$ cat src/rtl/shared_buffer_pkg.sv
// Shared packet-cell buffer: sizes and common types.
// Optional feature macro used by this block: SB_DROP_CNT_EN (dropped-write counter).
package shared_buffer_pkg;

  localparam int unsigned N     = 4;          // data and queue-index width
  localparam int unsigned AW    = 4;          // cell-address width
  localparam int unsigned NQ    = 1 << N;     // number of logical queues
  localparam int unsigned DEPTH = 1 << AW;    // cells in the pool
  localparam int unsigned CW    = AW + 1;     // cell-count width, holds 0..DEPTH
  localparam int unsigned DCW   = 16;         // dropped-write counter width

  typedef logic [AW-1:0] cell_t;
  typedef logic [N-1:0]  qidx_t;
  typedef logic [N-1:0]  data_t;
  typedef logic [CW-1:0] cnt_t;

endpackage

$ cat src/rtl/shared_buffer_if.sv
// Enqueue/dequeue bus of the shared buffer.
interface shared_buffer_if;
  import shared_buffer_pkg::*;

  logic  wr_req;
  logic  rd_req;
  qidx_t ip;
  data_t idata;
  qidx_t op;
  data_t odata;
  logic  ovalid;
  logic  full;

  // Requester side (ingress classifier / scheduler / bench)
  modport master (
    output wr_req, rd_req, ip, idata,
    input  op, odata, ovalid, full
  );

  // Buffer side
  modport slave (
    input  wr_req, rd_req, ip, idata,
    output op, odata, ovalid, full
  );

endinterface

$ cat src/rtl/sb_free_list.sv
// Linked list of free cells: pop from head, push onto tail.
// A pop and a push in the same cycle are both honoured; pop uses the old head and
// push the old tail, so the same cell is never handed out while being returned.
module sb_free_list
  import shared_buffer_pkg::*;
(
  input  logic  clk,
  input  logic  rst,
  input  logic  pop,
  input  logic  push,
  input  cell_t push_cell,
  output cell_t pop_cell_c,
  output logic  empty
);

  cell_t link_q [DEPTH];
  cell_t link_d [DEPTH];
  cell_t head_q, head_d;
  cell_t tail_q, tail_d;
  cnt_t  cnt_q,  cnt_d;
  logic  empty_q, empty_d;

  assign pop_cell_c = head_q;
  assign empty      = empty_q;

  // Next free-list state from this cycle's pop/push
  always_comb begin
    link_d = link_q;
    head_d = head_q;
    tail_d = tail_q;
    cnt_d  = cnt_q;

    if (pop) begin
      head_d = link_q[head_q];
    end

    if (push) begin
      // Empty list, or last cell being popped now: returned cell becomes the head
      if ((cnt_q == '0) || (pop && (cnt_q == CW'(1)))) begin
        head_d = push_cell;
      end else begin
        link_d[tail_q] = push_cell;
      end
      tail_d = push_cell;
    end

    cnt_d   = cnt_q + CW'(push) - CW'(pop);
    empty_d = (cnt_d == '0);
  end

  // Free-list registers; reset links every cell in address order
  always_ff @(posedge clk or posedge rst) begin
    if (rst) begin
      for (int unsigned i = 0; i < DEPTH; i++) begin
        link_q[i] <= AW'(i + 1);
      end
      head_q  <= '0;
      tail_q  <= AW'(DEPTH - 1);
      cnt_q   <= CW'(DEPTH);
      empty_q <= 1'b0;
    end else begin
      link_q  <= link_d;
      head_q  <= head_d;
      tail_q  <= tail_d;
      cnt_q   <= cnt_d;
      empty_q <= empty_d;
    end
  end

endmodule

$ cat src/rtl/shared_buffer.sv
// Shared-memory packet-cell buffer: NQ linked-list FIFOs over one cell pool.
// Optional SB_DROP_CNT_EN: adds drop_cnt, a saturating count of writes refused while full.
module shared_buffer
  import shared_buffer_pkg::*;
(
  input  logic clk,
  input  logic rst,
  shared_buffer_if.slave bus
`ifdef SB_DROP_CNT_EN
  ,
  output logic [DCW-1:0] drop_cnt
`endif
);

  data_t data_q [DEPTH];
  data_t data_d [DEPTH];
  cell_t next_q [DEPTH];
  cell_t next_d [DEPTH];
  cell_t head_q [NQ];
  cell_t head_d [NQ];
  cell_t tail_q [NQ];
  cell_t tail_d [NQ];
  cnt_t  cnt_q  [NQ];
  cnt_t  cnt_d  [NQ];

  qidx_t op_q, op_d;
  data_t odata_q, odata_d;
  logic  ovalid_q, ovalid_d;

  logic  fl_empty;
  cell_t alloc_cell;
  cell_t rd_cell;
  cnt_t  q_cnt;
  logic  wr_en;
  logic  rd_en;

  // Full/empty are judged on pre-cycle state only
  assign q_cnt   = cnt_q[bus.ip];
  assign rd_cell = head_q[bus.ip];
  assign wr_en   = bus.wr_req && !fl_empty;
  assign rd_en   = bus.rd_req && (q_cnt != '0);

  sb_free_list u_free_list (
    .clk        (clk),
    .rst        (rst),
    .pop        (wr_en),
    .push       (rd_en),
    .push_cell  (rd_cell),
    .pop_cell_c (alloc_cell),
    .empty      (fl_empty)
  );

  assign bus.op     = op_q;
  assign bus.odata  = odata_q;
  assign bus.ovalid = ovalid_q;
  assign bus.full   = fl_empty;

  // Queue bookkeeping for a dequeue and/or enqueue on queue ip
  always_comb begin
    data_d   = data_q;
    next_d   = next_q;
    head_d   = head_q;
    tail_d   = tail_q;
    cnt_d    = cnt_q;
    op_d     = op_q;
    odata_d  = odata_q;
    ovalid_d = 1'b0;

    if (rd_en) begin
      odata_d             = data_q[rd_cell];
      op_d                = bus.ip;
      ovalid_d            = 1'b1;
      head_d[bus.ip]      = next_q[rd_cell];
    end

    if (wr_en) begin
      data_d[alloc_cell] = bus.idata;
      // Queue empty before, or its only cell leaves now: new cell is the head
      if ((q_cnt == '0) || (rd_en && (q_cnt == CW'(1)))) begin
        head_d[bus.ip] = alloc_cell;
      end else begin
        next_d[tail_q[bus.ip]] = alloc_cell;
      end
      tail_d[bus.ip] = alloc_cell;
    end

    cnt_d[bus.ip] = q_cnt + CW'(wr_en) - CW'(rd_en);
  end

  // Cell RAMs, queue registers and output registers
  always_ff @(posedge clk or posedge rst) begin
    if (rst) begin
      for (int unsigned i = 0; i < DEPTH; i++) begin
        data_q[i] <= '0;
        next_q[i] <= '0;
      end
      for (int unsigned j = 0; j < NQ; j++) begin
        head_q[j] <= '0;
        tail_q[j] <= '0;
        cnt_q[j]  <= '0;
      end
      op_q     <= '0;
      odata_q  <= '0;
      ovalid_q <= 1'b0;
    end else begin
      data_q   <= data_d;
      next_q   <= next_d;
      head_q   <= head_d;
      tail_q   <= tail_d;
      cnt_q    <= cnt_d;
      op_q     <= op_d;
      odata_q  <= odata_d;
      ovalid_q <= ovalid_d;
    end
  end

`ifdef SB_DROP_CNT_EN
  logic [DCW-1:0] drop_cnt_q, drop_cnt_d;

  assign drop_cnt = drop_cnt_q;

  // Count writes refused for lack of a free cell, saturating
  always_comb begin
    drop_cnt_d = drop_cnt_q;
    if (bus.wr_req && fl_empty && (drop_cnt_q != {DCW{1'b1}})) begin
      drop_cnt_d = drop_cnt_q + DCW'(1);
    end
  end

  // Drop counter register
  always_ff @(posedge clk or posedge rst) begin
    if (rst) begin
      drop_cnt_q <= '0;
    end else begin
      drop_cnt_q <= drop_cnt_d;
    end
  end
`endif

endmodule

$ cat src/flat_wrapper.sv
// flat-port wrapper written by rule: the top's interface ports become plain ports
module shared_buffer_flat import shared_buffer_pkg::*;
  (clk, rst, bus_wr_req, bus_rd_req, bus_ip, bus_idata, bus_op, bus_odata, bus_ovalid, bus_full);
  shared_buffer_if bus_i ();
  input  logic clk;
  input  logic rst;
  input wire logic [$bits(bus_i.wr_req)-1:0] bus_wr_req;
  input wire logic [$bits(bus_i.rd_req)-1:0] bus_rd_req;
  input wire logic [$bits(bus_i.ip)-1:0] bus_ip;
  input wire logic [$bits(bus_i.idata)-1:0] bus_idata;
  output wire logic [$bits(bus_i.op)-1:0] bus_op;
  output wire logic [$bits(bus_i.odata)-1:0] bus_odata;
  output wire logic [$bits(bus_i.ovalid)-1:0] bus_ovalid;
  output wire logic [$bits(bus_i.full)-1:0] bus_full;
  assign bus_i.wr_req = bus_wr_req;
  assign bus_i.rd_req = bus_rd_req;
  assign bus_i.ip = bus_ip;
  assign bus_i.idata = bus_idata;
  assign bus_op = bus_i.op;
  assign bus_odata = bus_i.odata;
  assign bus_ovalid = bus_i.ovalid;
  assign bus_full = bus_i.full;
  shared_buffer u_core (.clk(clk), .rst(rst), .bus(bus_i));
endmodule
$ cat config.mk
export PLATFORM = sky130hd
export DESIGN_NAME = shared_buffer_flat
export DESIGN_NICKNAME = d
export VERILOG_FILES = /design/src/rtl/shared_buffer_pkg.sv /design/src/rtl/shared_buffer_if.sv /design/src/rtl/sb_free_list.sv /design/src/rtl/shared_buffer.sv /design/src/flat_wrapper.sv
export SDC_FILE = /design/constraint.sdc
export NUM_CORES = 1
export LEC_CHECK = 0
export BUFFER_PORTS_ARGS = -buffer_cell sky130_fd_sc_hd__clkbuf_2
export CAP_MARGIN = 20
export CORE_MARGIN = 5
export CORE_UTILIZATION = 45
export CTS_CLUSTER_DIAMETER = 50
export DETAILED_ROUTE_END_ITERATION = 8
export GPL_TIMING_DRIVEN = 0
export REMOVE_ABC_BUFFERS = 1
export SYNTH_ARGS = -nofsm -noshare
export SYNTH_HDL_FRONTEND = slang
export SYNTH_HIERARCHICAL = 1
export SYNTH_SLANG_ARGS = --single-unit
$ cat constraint.sdc
create_clock -name clk -period 17.2 [get_ports clk]
set_input_delay 4.3 -clock clk [delete_from_list [all_inputs] [get_ports clk]]
set_output_delay 4.3 -clock clk [all_outputs]
set_load 0.01 [all_outputs]
## After elaboration in Yosys (flattened, before gate mapping)

Index checks and enable logic that the tools add are counted.

- Flip-flop bits (word level): 423
- Input port bits: 12
- Output and inout port bits: 10

- Add/subtract/negate cells: 4
- $lt $le $gt $ge: 9
- Equality and inequality tests: 2
- Multiplexer cells: 42
- Bitwise gates (word level): 7
- Reductions and logical operators: 17

Operators by type and width:

| operator | count |
|---|---|
| $bwmux W64 | 6 |
| $mux W64 | 3 |
| $bmux W4 S4 | 5 |
| $bwmux W80 | 1 |
| $mux W4 | 17 |
| $demux W4 S4 | 4 |
| $ge A5 B5 Y1 const B | 5 |
| $not A4 Y5 | 5 |
| $bmux W5 S4 | 1 |
| $demux W5 S4 | 1 |
| $lt A5 B1 Y1 const B | 4 |
| $logic_not A5 Y1 | 3 |
| $mux W5 | 3 |
| $add A5 B1 Y5 | 2 |
| $eq A5 B1 Y1 const B | 2 |
| $sub A5 B1 Y5 | 2 |
| $logic_and A1 B1 Y1 | 8 |
| $reduce_bool A5 Y1 | 1 |
| $reduce_and A2 Y1 | 2 |
| $logic_or A1 B1 Y1 | 2 |
| $not A1 Y1 | 2 |
| $logic_not A1 Y1 | 1 |
| $mux W1 | 1 |

## Longest topological paths before layout

- Word-level depth: 13
- Depth in mapped cells: 25
- Depth with buffers taken out: 17

## Cells and area by module

The synthesis kept the hierarchy.

Modules (own cells, without submodules):

| module | instances | cells each | area each (sq um) | seq. area each (sq um) |
|---|---|---|---|---|
| shared_buffer | 1 | 1494 | 16915.0 | 8633.3 |
| sb_free_list | 1 | 258 | 3890.0 | 1998.2 |

## Worst setup path before layout

OpenSTA, ideal clock, no wires.

- Path type: input -> register
- Start: in bus_ip[0]
- End: reg u_core/cnt_q[44] (netlist name)
- Arrival time: 9.582 ns
- Path slack: 7.482 ns
- Stages: 25
- Path buffers: 8
- Cells stage by stage: buf_4 buf_6 buf_2 clkbuf_1 clkbuf_1 mux4_2 mux4_2 inv_1 ha_1 clkbuf_1 nand2_1 o21ai_0 inv_1 clkbuf_1 nand2_1 nand2_1 ha_1 fa_1 a21oi_1 nor2_1 nor2_1 xnor2_1 xnor2_1 clkbuf_1 o21ai_0

- Cells in the longest elaborated chain, start to end: 8
- Elaborated cells on any way between the ends: 14
- Classes of those cells: 2 x add/sub; 2 x order compare; 6 x mux; 1 x bitwise; 3 x reduce/logical

RTL lines:

| what | line | text |
|---|---|---|
| from (decl) | flat_wrapper.sv:9 | `input wire logic [$bits(bus_i.ip)-1:0] bus_ip;` |
| $not A4 Y5 (not written as such) * | shared_buffer.sv:38, shared_buffer.sv:87 |  |
| branches (longest 6 deep; another with $add A5 B1 Y5) | n/a |  |
| $bwmux W80 * | shared_buffer.sv:87 | `cnt_d[bus.ip] = q_cnt + CW'(wr_en) - CW'(rd_en);` |
| to (signal assigned) | shared_buffer.sv:110 | `cnt_q <= cnt_d;` |
| to (decl) | shared_buffer.sv:23 | `cnt_t cnt_q [NQ];` |

Every way passes the cells marked *. The select of a mux whose other input is x is not followed.
A chain may end at the register's enable or synchronous reset.

## Worst setup path in the final report

- Start: in bus_ip[0]
- End: reg u_core/cnt_q[79] (netlist name)

Same word-level chain as after synthesis.

==> results.yml <==
critical_path:
  worstSetupStartpointType: "input port"
  worstSetupPathType: "input port to register"
  worstPathRequired_ns: 17.63
  path_max_fanout: 37
  cp.arrival_ns: 10.82
  endpoint_kind: "register"
synth:
  synth_top_area_share_pct: 46.43
  ys_ff_latch: 423
  yosysWarnings: 6
  yosys.cell_types.count: 70
  ys_seq_area_share_pct: 51.10
  synth_common_cells: "dfrtp_1, nand2_1, mux2_2, nand3_1, mux4_2"
  yosysTopAreaCell: "dfrtp_1"
  synth.avg_cell_area_um2: 11.87
  synth-edff-count: 0
  synth_area_leaders: "dfrtp_1, mux2_2, mux4_2, nand2_1, dfstp_2"
  syn_inst: 1752
  synthFlopType: "dfrtp_1"
  yosysMostFrequentCell: "dfrtp_1"
  async_reset_ff_share_pct: 100.0
  syn-cell-area_mm2: 0.02080
floorplanning:
  die_area_mm2: 0.05063
  start_util_pct: 45.65
  rows: 78
  die_h_um: 225.0
  core-area_mm2: 0.04558
  die_w_um: 225.0
  pin_count: 22
global_routing:
  overflow: 0
  antenna_found_initial: 1
  track_usage_pct: 20.67
  grt_pass1_vias: 14390
  grt_max_degree: 121
  grt_pass1_wl_um: 83120
timing:
  fin_crit_ns: 10.39
  slew_viol_final: 0
  final.setup_skew_ns: 0.03235
  fmax_mhz: 96.21
  hold_violations: 0
  post-route-period-util_pct: 60.43
  maxSlewHeadroom_pct: 23.96
  rsz0062_at_grt: "false"
  max_slew.worst_pin.slew_ns: 1.137
  final.setup.tns_ns: 0
  setup_viol: 0
placement:
  port_buffers: 21
  dp_cells: 2279
  dp_hpwl_um: 33200
  gp_congestion: 0.8062
clocking:
  post_cts_buffers: 0
  clk_latency_ns: 0.59
  clockRootBuffer: "clkbuf_16"
  cts-resized-gates: 0
  ctsHoldBuffers: 0
  numCtsBuffers: 49
  cts_sinks: 423
  htreeDepth: 2
  cts_tree: "yes"
  clkSlewWorstSetupHoldPaths_ns: 0.06
  clockBufferDepth: 3
power:
  ir_worst_vdd_v: 0.0001121
  p_leak_nw: 10.14
  total_power_mw: 3.953
  cellPowerDensity_mw_per_mm2: 170.9
drt:
  dr.pass1.iters: 5
  highest_layer: "met5"
  dr_wl_met2_um: 25000
  via_per_inst: 5.905
  wl_met3_um: 2458
  wl_um: 52140
  drc: 0
  ant_nets: 0
  routedWlPerCell_um: 22.01
  wl_met1_um: 23070
  drt-initial-drc-count: 1096
  vias: 13990
final_layout:
  layout-drive-gt1-share_pct: 30.75
  diodes: 0
  fin_cells: 2369
  final_util_pct: 50.75
  area_delta_synth_final_pct: 11.18
  nets: 1759
flow_run:
  cap_viol_max_count: 0
hold_path:
  hp-class: "register to register"
status:
  run_status: "finished clean"
## per-stage QoR
stage | instance area [um^2] | worst slack [ns] | hold slack [ns]
floorplan | 20280 | 3.335 | 0.4406
global placement | 21130 | -0.6666 | 0.4558
detailed placement | 21460 | 6.105 | 0.4573
finish | 23130 | 6.806 | 0.4753
global route | 23130 | 6.262 | 0.4915
CTS | 23110 | 6.726 | 0.4739
## sequential cells by signal, summed over array words and instances, names as in the netlist
register                       flops
u_core/u_free_list/empty           1
u_core/u_free_list/link_q         64
u_core/u_free_list/pop_cell_c      4
u_core/bus.ovalid                  1
u_core/cnt_q                      80
u_core/tail_q                     64
u_core/next_q                     64
u_core/bus.op                      4
u_core/u_free_list/tail_q          4
u_core/u_free_list/cnt_q           5
u_core/head_q                     64
u_core/bus.odata                   4
u_core/data_q                     64
## path summary, 6_finish.rpt
kind / startpoint / end / slack [ns] / depth (start not counted)
min: u_core/bus.op[3]$_DFFE_PP0P_ / u_core/bus.op[3]$_DFFE_PP0P_ / 0.48 / 2
max: bus_ip[0] / u_core/cnt_q[79]$_DFFE_PP0P_ / 6.81 / 20
max reg2reg: u_core/cnt_q[63]$_DFFE_PP0P_ / u_core/cnt_q[79]$_DFFE_PP0P_ / 10.96 / 18
min reg2reg: u_core/bus.op[3]$_DFFE_PP0P_ / u_core/bus.op[3]$_DFFE_PP0P_ / 0.48 / 2
min in group asynchronous: rst / u_core/u_free_list/pop_cell_c[2]$_DFF_PP0_ / 3.76 / 2
max in group asynchronous: rst / u_core/next_q[42]$_DFFE_PP0P_ / 12.18 / 3
## power breakdown
part / total (mW) / leakage [nW] / switching, mW / internal, mW
logic: 1.28 / 3.89 / 0.713 / 0.571
clock network: 1.05 / 0.797 / 0.420 / 0.633
registers: 1.62 / 5.45 / 0.264 / 1.35
total: 3.95 / 10.1 / 1.40 / 2.56
## kinds of logic after synthesis
kind of cell | share of synthesized area [%]
AOI/OAI and AO/OA | 6.712
adders and majority gates | 0.8540
and+or+nand+nor | 13.00
buffers and inverters | 2.983
DFF | 51.10
muxes | 25.06
xor gates and xnor gates | 0.2947
## layout make-up
| type | count | area (um^2) |
|---|---|---|
| Inverter | 23 | 102.6 |
| Fill cell | 3954 | 22450 |
| Clock inverter | 15 | 182.7 |
| Tap cell | 600 | 750.7 |
| Multi-Input combinational cell | 1199 | 9583 |
| Sequential cell | 423 | 10640 |
| Clock buffer | 71 | 1460 |
| Timing Repair Buffer | 38 | 407.9 |
## per-layer routing
| metal | up-vias | track usage [%] |
|---|---|---|
| li1 | 6310 | - |
| met5 | - | 0 |
| met2 | 371 | 33.52 |
| met4 | 2 | 7.445 |
| met3 | 110 | 3.296 |
| met1 | 7195 | 28.40 |
## worst max-delay path, stage by stage
cell,delay (ns)
clkbuf_4,0.41
buf_16,0.32
mux4_2,0.58
mux4_2,0.46
inv_1,0.12
ha_1,0.87
nand2_1,0.14
o21ai_2,0.46
buf_8,0.25
inv_2,0.36
nand2_1,0.29
nand2_1,0.08
ha_1,0.24
fa_1,0.46
a21oi_1,0.15
nor2_1,0.06
nor2_1,0.11
xnor2_1,0.09
xnor2_1,0.79
o21ai_0,0.20
## layout by cell type (no fill, tap or decap), types with 7 or more instances in the layout
cell type,n
mux2_2,261
dfrtp_1,382
nor2b_1,18
nand3_1,103
nor2_1,46
clkbuf_8,13
clkbuf_1,8
mux2_4,18
mux2i_1,45
inv_1,16
a21oi_1,32
nand2b_1,11
mux4_2,69
and3_1,23
o211ai_1,64
nand3_2,9
nand2_1,308
clkbuf_16,50
or3_1,7
a22oi_1,7
nor3_1,17
clkbuf_2,21
ha_1,11
o21ai_0,51
dfstp_2,37
a221oi_1,8
Power figures use the tool's default switching activity.
